### config.mk
export PLATFORM = sky130hd
export DESIGN_NAME = requant_high_mult_flat
export DESIGN_NICKNAME = d
export VERILOG_FILES = /design/src/rtl/nnacc_requant_pkg.sv /design/src/rtl/requant_high_mult_if.sv /design/src/rtl/mult32x32_s.sv /design/src/rtl/requant_high_mult.sv /design/src/flat_wrapper.sv
export SDC_FILE = /design/constraint.sdc
export NUM_CORES = 2
export LEC_CHECK = 0
export BUFFER_PORTS_ARGS = -buffer_cell sky130_fd_sc_hd__buf_2
export CAP_MARGIN = 10
export CORE_AREA = 2 2 330 332
export CTS_CLUSTER_DIAMETER = 80
export CTS_CLUSTER_SIZE = 10
export DETAILED_ROUTE_END_ITERATION = 6
export DIE_AREA = 0 0 332 334
export PLACE_DENSITY = 0.68
export SLEW_MARGIN = 40
export SYNTH_ARGS = -nofsm -noshare
export SYNTH_HDL_FRONTEND = slang
export SYNTH_SLANG_ARGS = --single-unit
### constraint.sdc
create_clock -name clk -period 10.4 [get_ports clk]
set_input_delay 2.08 -clock clk [delete_from_list [all_inputs] [get_ports clk]]
set_output_delay 2.08 -clock clk [all_outputs]
set_load 0.02 [all_outputs]
### src/rtl/nnacc_requant_pkg.sv
// Shared requantization constants, stage payload types and shift-split helpers.
package nnacc_requant_pkg;

  localparam int unsigned DATA_W  = 32;
  localparam int unsigned PROD_W  = 64;
  localparam int unsigned EXP_W   = 6;
  localparam int unsigned SHAMT_W = 5;

  localparam logic [DATA_W-1:0] INT32_MIN = 32'h8000_0000;
  localparam logic [DATA_W-1:0] INT32_MAX = 32'h7FFF_FFFF;

  // Rounding nudges: +2^30 and 1-2^30.
  localparam logic signed [PROD_W-1:0] NUDGE_POS  = 64'sh0000_0000_4000_0000;
  localparam logic signed [PROD_W-1:0] NUDGE_NEG  = 64'shFFFF_FFFF_C000_0001;
  // 2^31-1, added to negative sums so the arithmetic shift truncates toward zero.
  localparam logic signed [PROD_W-1:0] TRUNC_BIAS = 64'sh0000_0000_7FFF_FFFF;

  typedef struct packed {
    logic [DATA_W-1:0] a;
    logic [DATA_W-1:0] mult;
    logic [EXP_W-1:0]  exp;
    logic              last;
  } s1_payload_t;

  typedef struct packed {
    logic [EXP_W-1:0] exp;
    logic             last;
    logic             sat;
    logic             neg;
  } s2_payload_t;

  // Left part of a signed shift: max(shift, 0).
  function automatic logic [SHAMT_W-1:0] shift_left_amt(input logic [EXP_W-1:0] sh);
    return sh[EXP_W-1] ? SHAMT_W'(0) : sh[SHAMT_W-1:0];
  endfunction

  // Right part of a signed shift: max(-shift, 0), with -32 clamped to 31.
  function automatic logic [EXP_W-1:0] shift_right_amt(input logic [EXP_W-1:0] sh);
    logic [EXP_W-1:0] mag;
    mag = -sh;
    if (!sh[EXP_W-1]) return EXP_W'(0);
    if (mag[EXP_W-1]) return EXP_W'(31);
    return mag;
  endfunction

endpackage

### src/rtl/requant_high_mult_if.sv
// Valid/ready stream bundle for requant_high_mult.
//   slave : DUT view (beats in, results out)
//   master: producer/consumer view
interface requant_high_mult_if;
  import nnacc_requant_pkg::*;

  logic              in_valid;
  logic              in_ready;
  logic [DATA_W-1:0] acc_in;
  logic [DATA_W-1:0] mult_in;
  logic [EXP_W-1:0]  shift_in;
  logic              last_in;
  logic              out_valid;
  logic              out_ready;
  logic [DATA_W-1:0] q_out;
  logic [EXP_W-1:0]  exp_out;
  logic              last_out;

  modport slave (
    input  in_valid, acc_in, mult_in, shift_in, last_in, out_ready,
    output in_ready, out_valid, q_out, exp_out, last_out
  );

  modport master (
    output in_valid, acc_in, mult_in, shift_in, last_in, out_ready,
    input  in_ready, out_valid, q_out, exp_out, last_out
  );
endinterface

### src/rtl/mult32x32_s.sv
// Registered 32x32 signed multiply with load enable.
//   clk, rst_n : clock, synchronous active-low reset
//   en         : capture a*b this cycle
//   a, b       : signed operands
//   p          : registered signed 64-bit product
module mult32x32_s
  import nnacc_requant_pkg::*;
(
  input  logic                     clk,
  input  logic                     rst_n,
  input  logic                     en,
  input  logic signed [DATA_W-1:0] a,
  input  logic signed [DATA_W-1:0] b,
  output logic signed [PROD_W-1:0] p
);

  always_ff @(posedge clk) begin
    if (!rst_n)  p <= '0;
    else if (en) p <= PROD_W'(a) * PROD_W'(b);
  end

endmodule

### src/rtl/requant_high_mult.sv
// Pipelined saturating rounding doubling-high multiply for requantization.
//   clk, rst_n : clock, synchronous active-low reset
//   bus        : stream slave; acc/mult/shift/last in, q/exp/last out,
//                valid/ready on both sides
// S1 applies the left shift, S2 multiplies, S3 rounds to the high word.
module requant_high_mult
  import nnacc_requant_pkg::*;
#(
  parameter int unsigned PIPE_STAGES = 3
) (
  input  logic              clk,
  input  logic              rst_n,
  requant_high_mult_if.slave bus
);

  // Stage valid bits: [0]=S1, [1]=S2, [2]=S3 (output register).
  logic [PIPE_STAGES-1:0] vld;
  logic adv1_c, adv2_c, adv3_c, mult_en_c;

  s1_payload_t              s1_q;
  s2_payload_t              s2_q;
  logic signed [PROD_W-1:0] s2_prod;
  logic signed [PROD_W-1:0] sum_c;
  logic signed [PROD_W-1:0] biased_c;
  logic [DATA_W-1:0]        q_c;
  logic                     unused_bits_c;

  // A stage may load when it is empty or its contents move on this cycle.
  assign adv3_c       = !vld[2] || bus.out_ready;
  assign adv2_c       = !vld[1] || adv3_c;
  assign adv1_c       = !vld[0] || adv2_c;
  assign bus.in_ready = adv1_c;
  assign bus.out_valid = vld[2];
  assign mult_en_c    = adv2_c && vld[0];

  // Stage occupancy.
  always_ff @(posedge clk) begin
    if (!rst_n) begin
      vld <= '0;
    end else begin
      if (adv1_c) vld[0] <= bus.in_valid;
      if (adv2_c) vld[1] <= vld[0];
      if (adv3_c) vld[2] <= vld[1];
    end
  end

  // S1: left shift (modulo 2^32) and exponent split.
  always_ff @(posedge clk) begin
    if (!rst_n) begin
      s1_q <= '0;
    end else if (adv1_c && bus.in_valid) begin
      s1_q.a    <= bus.acc_in << shift_left_amt(bus.shift_in);
      s1_q.mult <= bus.mult_in;
      s1_q.exp  <= shift_right_amt(bus.shift_in);
      s1_q.last <= bus.last_in;
    end
  end

  // S2: product in the sub-module, flags and sideband alongside.
  mult32x32_s u_mult (
    .clk   (clk),
    .rst_n (rst_n),
    .en    (mult_en_c),
    .a     (s1_q.a),
    .b     (s1_q.mult),
    .p     (s2_prod)
  );

  always_ff @(posedge clk) begin
    if (!rst_n) begin
      s2_q <= '0;
    end else if (mult_en_c) begin
      s2_q.exp  <= s1_q.exp;
      s2_q.last <= s1_q.last;
      s2_q.sat  <= (s1_q.a == INT32_MIN) && (s1_q.mult == INT32_MIN);
      s2_q.neg  <= s1_q.a[DATA_W-1] ^ s1_q.mult[DATA_W-1];
    end
  end

  // S3: nudge, divide by 2^31 truncating toward zero, saturate the one overflow.
  always_comb begin
    sum_c    = s2_prod + (s2_q.neg ? NUDGE_NEG : NUDGE_POS);
    biased_c = sum_c[PROD_W-1] ? (sum_c + TRUNC_BIAS) : sum_c;
    q_c      = s2_q.sat ? INT32_MAX : biased_c[DATA_W+30:DATA_W-1];
  end

  assign unused_bits_c = ^{biased_c[PROD_W-1], biased_c[DATA_W-2:0]};

  // Output register; holds while stalled.
  always_ff @(posedge clk) begin
    if (!rst_n) begin
      bus.q_out    <= '0;
      bus.exp_out  <= '0;
      bus.last_out <= 1'b0;
    end else if (adv3_c && vld[1]) begin
      bus.q_out    <= q_c;
      bus.exp_out  <= s2_q.exp;
      bus.last_out <= s2_q.last;
    end
  end

endmodule

### src/flat_wrapper.sv
// flat-port wrapper written by rule: the top's interface ports become plain ports
module requant_high_mult_flat import nnacc_requant_pkg::*;
#(
  parameter int unsigned PIPE_STAGES = 3
)
  (clk, rst_n, bus_in_valid, bus_acc_in, bus_mult_in, bus_shift_in, bus_last_in, bus_out_ready, bus_in_ready, bus_out_valid, bus_q_out, bus_exp_out, bus_last_out);
  requant_high_mult_if bus_i ();
  input  logic clk;
  input  logic rst_n;
  input wire logic [$bits(bus_i.in_valid)-1:0] bus_in_valid;
  input wire logic [$bits(bus_i.acc_in)-1:0] bus_acc_in;
  input wire logic [$bits(bus_i.mult_in)-1:0] bus_mult_in;
  input wire logic [$bits(bus_i.shift_in)-1:0] bus_shift_in;
  input wire logic [$bits(bus_i.last_in)-1:0] bus_last_in;
  input wire logic [$bits(bus_i.out_ready)-1:0] bus_out_ready;
  output wire logic [$bits(bus_i.in_ready)-1:0] bus_in_ready;
  output wire logic [$bits(bus_i.out_valid)-1:0] bus_out_valid;
  output wire logic [$bits(bus_i.q_out)-1:0] bus_q_out;
  output wire logic [$bits(bus_i.exp_out)-1:0] bus_exp_out;
  output wire logic [$bits(bus_i.last_out)-1:0] bus_last_out;
  assign bus_i.in_valid = bus_in_valid;
  assign bus_i.acc_in = bus_acc_in;
  assign bus_i.mult_in = bus_mult_in;
  assign bus_i.shift_in = bus_shift_in;
  assign bus_i.last_in = bus_last_in;
  assign bus_i.out_ready = bus_out_ready;
  assign bus_in_ready = bus_i.in_ready;
  assign bus_out_valid = bus_i.out_valid;
  assign bus_q_out = bus_i.q_out;
  assign bus_exp_out = bus_i.exp_out;
  assign bus_last_out = bus_i.last_out;
  requant_high_mult #(.PIPE_STAGES(PIPE_STAGES)) u_core (.clk(clk), .rst_n(rst_n), .bus(bus_i));
endmodule
## Word level (Yosys, flattened, before mapping)

Cells that the tools add are included.

- Bits in registers: 186
- Bits of input ports: 75
- Output and inout port bits: 41
- Word-level logic and storage cells: 48

- Add/subtract/negate cells: 3
- Multiply operators: 1
- Equality and inequality tests: 2
- Shift-type cells: 1
- Multiplexer cells: 15
- Bitwise logic cells: 1
- Reduce and logical (&&, ||, !) cells: 10

Operator list:

| kind | count |
|---|---|
| $add 64x64->64 | 1 |
| $eq 32x32->1 const B | 2 |
| $mul 32x32->64 | 1 |
| $mux 64 | 1 |
| $add 63x32->63 const B | 1 |
| $mux 63 | 1 |
| $mux 32 | 1 |
| $shl 32x5->32 | 1 |
| $mux 6 | 4 |
| $mux 1 | 7 |
| $neg 6->6 | 1 |
| $mux 5 | 1 |
| $logic_and 1x1->1 | 4 |
| $logic_not 1->1 | 3 |
| $logic_or 1x1->1 | 3 |
| $xor 1x1->1 | 1 |

## Depth between registers and ports, before layout

- Word-level depth: 12
- Depth in mapped cells: 30
- Depth with buffers taken out: 28

## Cells and area by module

From an unflattened synthesis, not the netlist that was laid out.

- Cells, all modules: 5,369
- Area, all modules: 48,232.5 sq um

By module, submodules not included:

| module | times used | cells each | area each (sq um) | seq. area each (sq um) |
|---|---|---|---|---|
| mult32x32_s | 1 | 4,085 | 38,351.8 | 1,281.2 |
| requant_high_mult | 1 | 1,284 | 9,880.7 | 2,382.3 |

## Worst setup path before layout

OpenSTA, ideal clock, no wires.

- Path type: flip-flop to flip-flop
- Start: reg, netlist name u_core.s1_q[70]
- End: reg u_core.u_mult.p[60]
- Library setup time: 0.074 ns
- Data arrival time: 8.169 ns
- Required time: 10.326 ns
- Setup slack: 2.156 ns
- Cell stages (with the launch flop): 29
- Buffers on the path: 3
- Clock period less this slack: 8.244 ns
- Path through: dfxtp_1 -> clkbuf_1 -> clkbuf_1 -> nand2_1 -> inv_1 -> fa_1 -> inv_1 -> fa_1 -> inv_1 -> fa_1 -> fa_1 -> inv_1 -> fa_1 -> inv_1 -> fa_1 -> inv_1 -> fa_1 -> inv_1 -> fa_1 -> ha_1 -> clkbuf_1 -> nand3_1 -> or4b_2 -> or3_1 -> o21ai_0 -> a41o_1 -> o31ai_1 -> xor2_1 -> o21ai_0

- Word-level cells in the longest chain between the ends: 1

Ends and longest elaborated chain:

| item | RTL line | RTL |
|---|---|---|
| $mul 32x32->64 | mult32x32_s.sv:19 | `else if (en) p <= PROD_W'(a) * PROD_W'(b);` |
| end signal, assigned | mult32x32_s.sv:19 |  |
| end, declared | mult32x32_s.sv:14 | `output logic signed [PROD_W-1:0] p` |

No other way between the ends.
A chain may end at the register's enable or synchronous reset.

## Final worst setup path

- Start: reg, netlist name u_core.s1_q[70]
- End: reg u_core.u_mult.p[60]

- Word-level cells in the longest chain between the ends: 1

Ends and longest elaborated chain:

| item | RTL line |
|---|---|
| $mul 32x32->64 | mult32x32_s.sv:19 |

No other way between the ends.

==> impl_metrics.yaml <==
synthesis:
  synth.cell_area_sq_um: 48100
  synth_compound_area_share_pct: 8.70
  synth_edf_count: 0
  yosys.area_share.simple_pct: 18.5
  synth_top_family_by_area: "adder cells"
  ys_warn_count: 0
  yosysSeqAreaShare_pct: 7.62
  yosys.area_share.xor_xnor_pct: 2.11
  synthAdderAreaFrac_pct: 50.8
  yosys.cell_types.count: 103
  synth_flop_cell: "dfxtp_1"
  syn_inst: 5390
  syn_nets: 6767
  synth_area_per_cell_sq_um: 8.92
  ys_seq_elements: 183
  muxShareOfSynthArea_pct: 1.79
  async_flop_share_pct: 0
timing:
  fin_crit_sh_pct: 87.0
  timing_hold_violations_final: 0
  max-slew-margin-rel_pct: 42.4
  skew_ns: 0.0390
  fin_crit_ns: 9.04
  slew_violations: 0
  finalSetupViolCount: 0
  rsz0062_at_grt: "false"
  max_freq_mhz: 111
  worst-slew-pin-transition_ns: 0.863
  fin_setup_tns_ns: 0
final_layout:
  drive_gt1_share_pct: 6.12
  regArea_sq_um: 3750
  layout.nets: 6641
  area_growth_pct: 4.68
  multiInputGateArea_sq_um: 39400
  finish.utilization_pct: 46.7
  nFillCells: 10380
floorplanning:
  die_y_um: 334
  core_area_sq_um: 108000
  start_util_pct: 44.6
  design.die.area_sq_um: 111000
  die_w_um: 332
  io_pins: 116
  rows: 121
global_routing:
  antenna_found_initial: 4
  met2_usage_pct: 42.7
  met1_usage_pct: 30.3
  gr-total-overflow: 0
  gr-usage-all-layers_pct: 25.3
  busiest_layer: "met2"
  grt_pass1_vias: 40055
  grt.met3_usage_pct: 4.63
  grt_first_pass_wirelength_um: 219000
  grt_max_degree: 111
critical_path:
  reg2reg_slack_ns: 1.36
  cp-endpoint: "u_core.u_mult.p[60]$_SDFFE_PN0P_"
  reg2reg_to: "u_core.u_mult.p[60]$_SDFFE_PN0P_"
  worstPathArrival_ns: 9.50
  cp-end-kind: "flop"
  criticalPathCategory: "reg -> reg"
  critPathLaunch: "u_core.s1_q[70]$_SDFFE_PN0P_"
  cp_max_fo: 25
  cp-start-kind: "flop"
  reg2reg_from: "u_core.s1_q[70]$_SDFFE_PN0P_"
  r2r_cells: 24
  worstPathRequired_ns: 10.86
min_path:
  hold_class: "reg -> reg"
clock_network:
  cts_hold_buf: 0
  clock_sinks: 183
  cts_setup_buffers: 0
  htreeDepth: 4
  cts-root-buf: "clkbuf_16"
  clkLatencyLatePin_ns: 0.53
  cts.path.max_buffers: 2
  path_clk_slew_ns: 0.10
  cts_buffers: 17
  post_cts_resized: 0
  cts_tree: "done"
detailed_routing:
  drc: 0
  route.vias.total: 36826
  antenna_left: 0
  viasPerCell: 5.50
  wire_per_inst_um: 20.0
  wirelength_um: 134000
  drt_iter0_drc: 2324
  drt-pass1-iter-count: 6
power_and_ir_drop:
  p_leak_nw: 24.6
  power-per-cell-area_nw_per_um2: 109
  fin_total_pwr_mw: 5.51
  vdd_drop_max_uv: 141
run:
  maxCapViolCount: 0
placement:
  place.gp.congestion: 0.910
  post-dp-hpwl_um: 105000
  numPortBuffers: 114
run_status:
  outcome: "complete, no violations"
-- cell usage after synthesis (8+ instances only) --
cell,number,area [sq um]
a21boi_0,78,586
nand3_1,68,340
nor4_1,31,194
buf_1,9,33.8
o211ai_1,13,97.6
a31oi_1,16,100
o21a_1,13,97.6
a21o_1,79,593
a21oi_1,145,726
and4_1,10,87.6
xnor2_1,80,701
nor2_1,121,454
o21ai_0,126,631
a22oi_1,22,165
xor2_1,33,289
inv_1,994,3730
or3_1,18,113
nand2_1,762,2860
nor3_1,40,200
nor2b_1,17,106
mux2i_1,85,851
nand2b_1,18,113
o21bai_1,19,143
nand4_1,42,263
or2_2,8,50.1
and3_1,18,113
ha_1,220,2750
dfxtp_1,183,3660
and2_1,545,3410
clkbuf_1,303,1140
a31o_2,11,96.3
fa_1,1082,21700
a211oi_1,16,120
-- placed cells by master, fill, tap and decap left out, types with 66 or more instances in the layout --
cell type,n
a21boi_0,78
inv_1,993
and2_1,544
nand2_1,759
o21ai_0,126
nor2_1,120
nand3_1,68
a21o_1,79
ha_1,220
xnor2_1,80
buf_2,113
mux2i_1,85
fa_1,1082
a21oi_1,145
buf_4,66
dfxtp_1,149
-- per-stage QoR --
step / setup slack [ns] / area (sq um) / hold slack [ns] / instances
after global routing: 0.804 / 50300 / 0.489 / 6691
after detailed placement: 1.36 / 49800 / 0.454 / 6659
final: 1.36 / 50400 / 0.467 / 6694
after global placement: 1.46 / 49700 / 0.453 / 6659
after CTS: 1.38 / 50300 / 0.467 / 6691
after floorplan: 2.16 / 48100 / 0.436 / 5390
-- where the power goes --
group,internal [mW],switching [mW]
combinational,1.50,2.37
sequential,0.784,0.182
clock,0.317,0.350
-- kinds of logic after synthesis --
logic type	Yosys count
other	1
adders and majority gates	1302
DFF	183
muxes	86
xor gates and xnor gates	114
AOI/OAI and AO/OA	628
buffers and inverters	1320
and+or+nand+nor	1756
-- metal layers --
layer | up-vias | part of all wire, %
met4 | 0 | 6.5
met3 | 361 | 7.5
met5 | - | 0
li1 | 16282 | -
met2 | 1349 | 48
met1 | 18834 | 38
-- critical path: stages, from the launching register on --
cell,delay (ns)
dfxtp_1,0.62
buf_4,0.37
nand2_1,0.18
fa_1,0.64
fa_1,0.45
inv_1,0.07
fa_1,0.45
fa_1,0.97
inv_1,0.44
fa_1,0.59
inv_1,0.06
fa_1,0.53
inv_1,0.05
fa_1,0.47
inv_1,0.05
fa_1,0.45
ha_1,0.42
nand3_1,0.18
or4b_2,0.65
or3_1,0.32
o21ai_0,0.38
a41o_1,0.29
o31ai_1,0.09
xor2_1,0.14
o21ai_0,0.14
-- worst min path at each step --
| stage | start | end | slack (ns) | cells after the start |
|---|---|---|---|---|
| 5_1_grt | u_core.s2_q[3]$_SDFFE_PN0P_ | u_core.s2_q[3]$_SDFFE_PN0P_ | 0.49 | 2 |
| 6_report | u_core.u_mult.p[55]$_SDFFE_PN0P_ | u_core.u_mult.p[55]$_SDFFE_PN0P_ | 0.47 | 2 |
| 4_1_cts | u_core.u_mult.p[55]$_SDFFE_PN0P_ | u_core.u_mult.p[55]$_SDFFE_PN0P_ | 0.47 | 2 |
| 3_5_place_dp | u_core.u_mult.p[55]$_SDFFE_PN0P_ | u_core.u_mult.p[55]$_SDFFE_PN0P_ | 0.45 | 2 |
| 3_3_place_gp | u_core.u_mult.p[55]$_SDFFE_PN0P_ | u_core.u_mult.p[55]$_SDFFE_PN0P_ | 0.45 | 2 |
| 2_1_floorplan | u_core.u_mult.p[49]$_SDFFE_PN0P_ | u_core.u_mult.p[49]$_SDFFE_PN0P_ | 0.44 | 2 |
-- sequential cells by signal, summed over array words and instances, names as in the netlist --
register	flops
u_core.bus.exp_out	5
u_core.bus.last_out	1
u_core.vld	3
u_core.bus.q_out	32
u_core.u_mult.p	64
u_core.s2_q	8
u_core.s1_q	70
-- layout make-up --
class | count | share of cell area (%)
repair buffers | 181 | 2.15
flip-flops and latches | 183 | 7.45
well taps | 1414 | 3.51
clock buffers | 19 | 0.860
multi-input cells | 3887 | 78.3
inverters | 994 | 7.41
clock inverters | 13 | 0.258
diodes | 3 | 0.0149
Power figures use the tool's default switching activity.
